===== src/rtl/ara_perf_cnt_bank.sv =====
// Bank of independent runtime counters: each channel counts from a start event until the
// monitored unit is idle, captures the runtime and exposes it through a muxed readout.
// Optional per-channel maximum tracking is enabled by defining ARA_PERF_CNT_MAX_EN.
module ara_perf_cnt_bank #(
  parameter  int unsigned NrCnt    = 4,
  parameter  int unsigned CntWidth = 64,
  parameter  int unsigned CapWidth = 16,
  localparam int unsigned SelWidth = (NrCnt > 1) ? $clog2(NrCnt) : 1
) (
  input  logic                clk_i,
  input  logic                rst_ni,
  input  logic [NrCnt-1:0]    en_i,
  input  logic [NrCnt-1:0]    start_i,
  input  logic [NrCnt-1:0]    idle_i,
  input  logic [NrCnt-1:0]    clear_i,
  output logic [NrCnt-1:0]    cap_valid_o,
  output logic [NrCnt-1:0]    running_o,
  input  logic [SelWidth-1:0] rd_sel_i,
  output logic [CntWidth-1:0] rd_cnt_o,
  output logic [CntWidth-1:0] rd_buf_o,
  output logic [CapWidth-1:0] rd_ncap_o,
  output logic                rd_ovf_o,
  output logic [CntWidth-1:0] rd_max_o
);

  typedef enum logic {
    StIdle = 1'b0,
    StRun  = 1'b1
  } state_e;

  // Per-channel register views gathered for the readout mux.
  logic [NrCnt-1:0][CntWidth-1:0] cnt_all;
  logic [NrCnt-1:0][CntWidth-1:0] buf_all;
  logic [NrCnt-1:0][CapWidth-1:0] ncap_all;
  logic [NrCnt-1:0]               ovf_all;
`ifdef ARA_PERF_CNT_MAX_EN
  logic [NrCnt-1:0][CntWidth-1:0] max_all;
`endif

  for (genvar i = 0; i < NrCnt; i++) begin : g_ch
    state_e              state_q, state_d;
    logic [CntWidth-1:0] cnt_q, cnt_d;
    logic [CntWidth-1:0] buf_q, buf_d;
    logic [CapWidth-1:0] ncap_q, ncap_d;
    logic                pend_q, pend_d;
    logic                ovf_q, ovf_d;
    logic                cap_valid_q;
    logic                capture;

    // NOTE: every signal gets a default before any branch, so no path leaves one
    // unassigned and no latch is inferred.
    always_comb begin
      state_d = state_q;
      cnt_d   = cnt_q;
      buf_d   = buf_q;
      ncap_d  = ncap_q;
      pend_d  = pend_q;
      ovf_d   = ovf_q;
      capture = 1'b0;

      if (clear_i[i]) begin
        state_d = StIdle;
        cnt_d   = '0;
        buf_d   = '0;
        ncap_d  = '0;
        pend_d  = 1'b0;
        ovf_d   = 1'b0;
      end else begin
        unique case (state_q)
          StIdle: begin
            if (en_i[i] && start_i[i]) begin
              state_d = StRun;
              pend_d  = 1'b1;
            end
          end
          StRun: begin
            // Saturate at all-ones; the exit edge still counts.
            if (cnt_q == '1) ovf_d = 1'b1;
            else             cnt_d = cnt_q + CntWidth'(1);

            // A start coinciding with idle keeps the measurement pending.
            capture = pend_q && idle_i[i] && !start_i[i];
            if (start_i[i])   pend_d = 1'b1;
            else if (capture) pend_d = 1'b0;

            if (capture) begin
              buf_d  = cnt_q;
              ncap_d = ncap_q + CapWidth'(1);
            end

            if (!en_i[i] && idle_i[i]) state_d = StIdle;
          end
          default: state_d = StIdle;
        endcase
      end
    end

    // NOTE: sequential state uses non-blocking assignments so every register samples
    // the pre-edge values regardless of statement order.
    always_ff @(posedge clk_i or negedge rst_ni) begin
      if (!rst_ni) begin
        state_q     <= StIdle;
        cnt_q       <= '0;
        buf_q       <= '0;
        ncap_q      <= '0;
        pend_q      <= 1'b0;
        ovf_q       <= 1'b0;
        cap_valid_q <= 1'b0;
      end else begin
        state_q     <= state_d;
        cnt_q       <= cnt_d;
        buf_q       <= buf_d;
        ncap_q      <= ncap_d;
        pend_q      <= pend_d;
        ovf_q       <= ovf_d;
        cap_valid_q <= capture;
      end
    end

`ifdef ARA_PERF_CNT_MAX_EN
    logic [CntWidth-1:0] max_q, max_d;

    always_comb begin
      max_d = max_q;
      if (clear_i[i])                   max_d = '0;
      else if (capture && cnt_q > max_q) max_d = cnt_q;
    end

    always_ff @(posedge clk_i or negedge rst_ni) begin
      if (!rst_ni) max_q <= '0;
      else         max_q <= max_d;
    end

    assign max_all[i] = max_q;
`endif

    assign cnt_all[i]     = cnt_q;
    assign buf_all[i]     = buf_q;
    assign ncap_all[i]    = ncap_q;
    assign ovf_all[i]     = ovf_q;
    assign running_o[i]   = (state_q == StRun);
    assign cap_valid_o[i] = cap_valid_q;
  end

  // Out-of-range selects match no channel and leave the outputs at zero.
  always_comb begin
    rd_cnt_o  = '0;
    rd_buf_o  = '0;
    rd_ncap_o = '0;
    rd_ovf_o  = 1'b0;
    for (int unsigned i = 0; i < NrCnt; i++) begin
      if (32'(rd_sel_i) == i) begin
        rd_cnt_o  = cnt_all[i];
        rd_buf_o  = buf_all[i];
        rd_ncap_o = ncap_all[i];
        rd_ovf_o  = ovf_all[i];
      end
    end
  end

`ifdef ARA_PERF_CNT_MAX_EN
  always_comb begin
    rd_max_o = '0;
    for (int unsigned i = 0; i < NrCnt; i++) begin
      if (32'(rd_sel_i) == i) rd_max_o = max_all[i];
    end
  end
`else
  assign rd_max_o = '0;
`endif

endmodule


===== config.mk =====
export PLATFORM = sky130hd
export DESIGN_NAME = ara_perf_cnt_bank
export DESIGN_NICKNAME = d
export VERILOG_FILES = /design/src/rtl/ara_perf_cnt_bank.sv
export SDC_FILE = /design/constraint.sdc
export NUM_CORES = 1
export LEC_CHECK = 0
export BUFFER_PORTS_ARGS = -buffer_cell sky130_fd_sc_hd__buf_2
export CAP_MARGIN = 30
export CORE_ASPECT_RATIO = 0.5
export CORE_UTILIZATION = 50
export CTS_CLUSTER_SIZE = 8
export DETAILED_ROUTE_END_ITERATION = 6
export PLACE_DENSITY = 0.71
export SYNTH_ARGS = -nofsm -noshare
export SYNTH_HDL_FRONTEND = slang
export SYNTH_SLANG_ARGS = --single-unit
export TNS_END_PERCENT = 50

===== constraint.sdc =====
create_clock -name clk_i -period 3.4 [get_ports clk_i]
set_clock_uncertainty 0.05 [all_clocks]
set_input_delay 0.17 -clock clk_i [delete_from_list [all_inputs] [get_ports clk_i]]
set_output_delay 0.17 -clock clk_i [all_outputs]
set_load 0.05 [all_outputs]

==> summary.md <==
| Metric | Value |
|---|---|
| Worst-case vdd ir drop | `0.341 mV` |
| Number of placement rows | `65` |
| F_max | `297 MHz` |
| Required time of the critical path | `3.89 ns` |
| CTS tree | `done` |
| Final critical path time including I/O delays and setup | `3.37 ns` |
| Count of filler cells inserted in the layout | `5,358` |
| Syn Std Cell Area | `32,500 um2` |
| Type of element capturing the critical path | `flip-flop` |
| Clock slew at the register clock pins of the worst setup and hold paths | `0.05 ns` |
| Number of ports placed on the die boundary | `237` |
| Type of the tightest min-delay check | `in -> async` |
| Total overflow reported by the global router | `0` |
| Launching element type of the critical path | `flip-flop` |
| Initial detailed-routing violation count | `3,659` |
| Arrival time of data at the critical path endpoint | `3.86 ns` |
| Floorplan die width | `363 um` |
| Leading cell type in the layout, fill and taps excluded | `nand2_1` |
| Full die area | `66,200 um2` |
| Post-synth top flop | `dfrtp_1` |
| Placer's final routability congestion estimate | `0.984` |
| Input/output buffers | `172` |
| Max Root-Sink Buffers | `3` |
| Pin count of the biggest net entering global routing | `104` |
| Max-capacitance violation count | `0` |
| Later-pin clock latency in the skew report | `0.64 ns` |
| Floorplan die height | `182 um` |
| Share of the core filled with cells | `58.2%` |
| Commonest non-fill, non-tap cells in the layout | `664 x nand2_1, 592 x dfrtp_1, 384 x a21oi_1` |
| # diodes | `0` |
| Max incr delay on CP | `0.87 ns` |
| HPWL after DPL | `74.6 mm` |
| Asr flop ratio synth | `100%` |
| Via-to-Cell Ratio | `6.57` |
| TritonRoute pass-1 iters | `7` |
| Antenna Violating Nets Remaining | `0` |
| Starting utilization of the core area | `51.1%` |
| Vias | `29,600` |
| Number of antenna violations at the first check in global routing | `1` |
| Number of design rule violations left after detail routing | `7` |
| Avg Cell Area, Syn | `9.44 um2` |
| Number of max-slew violations in the final report | `0` |
| Routed WL | `110 mm` |
| Number of buffers created by CTS | `83` |
| Status | `finished, violations left` |
| Critical path type | `reg -> reg` |
| Leakage | `0.0150 uW` |
| Slowest library cell on the worst path | `nor4_1` |
| First-pass GRT wire length | `170 mm` |
| Post-Route Setup TNS | `0 ns` |
| Transition time at the pin with the least slew margin | `1.11 ns` |
| Number of failing hold endpoints at the final stage | `0` |
| Share of cells above drive strength 1 | `16.9%` |
| Power density over the cells | `414 nW/um2` |
| Via count of the first global-routing pass | `28,500` |
| Multi-input gate area | `16,300 um2` |
| Maximum fanout along the worst path | `5` |
| CTS resizes | `0` |
| Cell at the root of the clock tree | `clkbuf_16` |
| Setup violations, final | `0` |
| NumNets Final | `3,661` |
| TritonCTS Sinks | `592` |
| Sequential share of the synthesized area | `45.5%` |
| Number of synthesized flops with an enable pin | `0` |
| Number of synthesized register bits | `592` |
| Post-synthesis cell type count | `75` |
| Violations in the final reports | `design-rule violations` |
| Sequential cell area | `14,800 um2` |
| Unrepaired setup endpoints after global routing | `false` |
| Worst slew slack as a fraction of its limit | `25.8%` |
| Placeable core region | `63,700 um2` |
| Routed WL per cell | `24.3 um` |
| Ys Warns | `0` |
| GRT Resource Usage Total | `33.3%` |
| Period utilisation layout | `99.1%` |
| Number of H-tree levels | `3` |
| Series of cell instances along the critical path | `ha_1 > nand4_1 > nor4_1 > nand3_1 > or4_1 > or3_1 > a21oi_1` |
| Post-synthesis to final-layout area growth | `14.0%` |
| Post-Synthesis Cells | `3,448` |
## layout make-up
| cell class | instances | share of cell area, % |
|---|---|---|
| Multi-Input combinational cell | 2577 | 44.1 |
| Sequential cell | 592 | 39.9 |
| Timing Repair Buffer | 347 | 6.89 |
| Clock buffer | 84 | 5.67 |
| Tap cell | 871 | 2.94 |
| Inverter | 32 | 0.324 |
| Clock inverter | 5 | 0.169 |
## metrics by stage
stage / hold slack, ns / worst slack (ns) / total power, uW / cell area [um2] / cells
3_3_place_gp: 0.231 / 0.358 / 8040 / 34700 / 4395
4_1_cts: 0.0623 / 0.303 / 15400 / 37100 / 4508
6_report: 0.0647 / 0.0303 / 15400 / 37100 / 4508
5_1_grt: 0.102 / 0.108 / 15800 / 37100 / 4508
3_5_place_dp: 0.237 / 0.342 / 8050 / 34700 / 4396
2_1_floorplan: -0.176 / 0.925 / 7760 / 32800 / 3511
## power breakdown
part / internal, uW / total, uW / switching [uW]
sequential: 7070 / 7090 / 21.8
combinational: 192 / 864 / 671
clock: 4340 / 7420 / 3080
## critical path: cells and delay by family (launching register included)
family          cells  cell delay [ns]
compound gates      1             0.15
fa+ha+maj           1             0.26
flops               1             0.44
simple gates        5             2.37
## Yosys cell counts, drive strengths merged, types with 11 or more instances
library cell  number  area [um2]
mux4             145        3270
nor2b             27         169
and3              37         234
a21oi            384        1920
xor2              80         701
nand3            134         688
o211ai            20         155
mux2              12         135
a31oi             11        68.8
nor2             210         788
buf              138         855
and4              39         342
xnor2             60         526
nor3              55         302
nand4             96         628
o31ai             62         465
or3               83         522
nand2            668        2510
dfrtp            592       14800
or4               59         458
o2111ai           15         131
o21ai            157         793
inv               32         120
and2              22         138
nor4              59         437
clkbuf           172         667
## registers in the layout (all words and copies together) (netlist names)
signal and flops:
g_ch.pend_q 4, g_ch.cnt_q 256, g_ch.state_q 4, g_ch.cap_valid_q 4, g_ch.ovf_q 4, g_ch.ncap_q 64
g_ch.buf_q 256
## kinds of logic (layout without fill, tap and decap cells)
family                     count (synthesis)  in the layout  share of synthesized area (%)
xor gates and xnor gates                 140            140                           3.77
adders and majority gates                  8              8                          0.308
DFF                                      592            592                           45.5
AOI/OAI and AO/OA                        683            683                           11.8
muxes                                    161            161                           10.6
and+or+nand+nor                         1521           1521                           23.0
buffers and inverters                    342            468                           5.05
other                                      1             64                         0.0115
## path summary, 6_finish.rpt
path | start | to | slack [ns] | cells past startpoint
setup / recovery | g_ch[3].cnt_q[0] | g_ch[3].cnt_q[50] | 0.03 | 7
hold / removal | rst_ni | g_ch[2].buf_q[48] | 0.06 | 2
setup reg to reg | g_ch[3].cnt_q[0] | g_ch[3].cnt_q[50] | 0.03 | 7
hold reg to reg | g_ch[0].ovf_q | g_ch[0].ovf_q | 0.45 | 2
max in group asynchronous | rst_ni | g_ch[1].buf_q[7] | 2.14 | 3
min in group clk_i | clear_i[0] | g_ch[0].cnt_q[13] | 0.09 | 2
## routing by layer
metal	track usage (%)	vias up	wire length, um
li1	-	12600	-
met3	8.80	313	12600
met5	0	-	0
met4	13.5	0	4410
met2	50.6	1898	49600
met1	45.7	14800	43200
## timing repair
item / CTS / global route
buffers inserted: 0 / 0
hold endpoints to repair: 117 / 0
hold buffers: 23 / 0
Power figures use the tool's default switching activity.
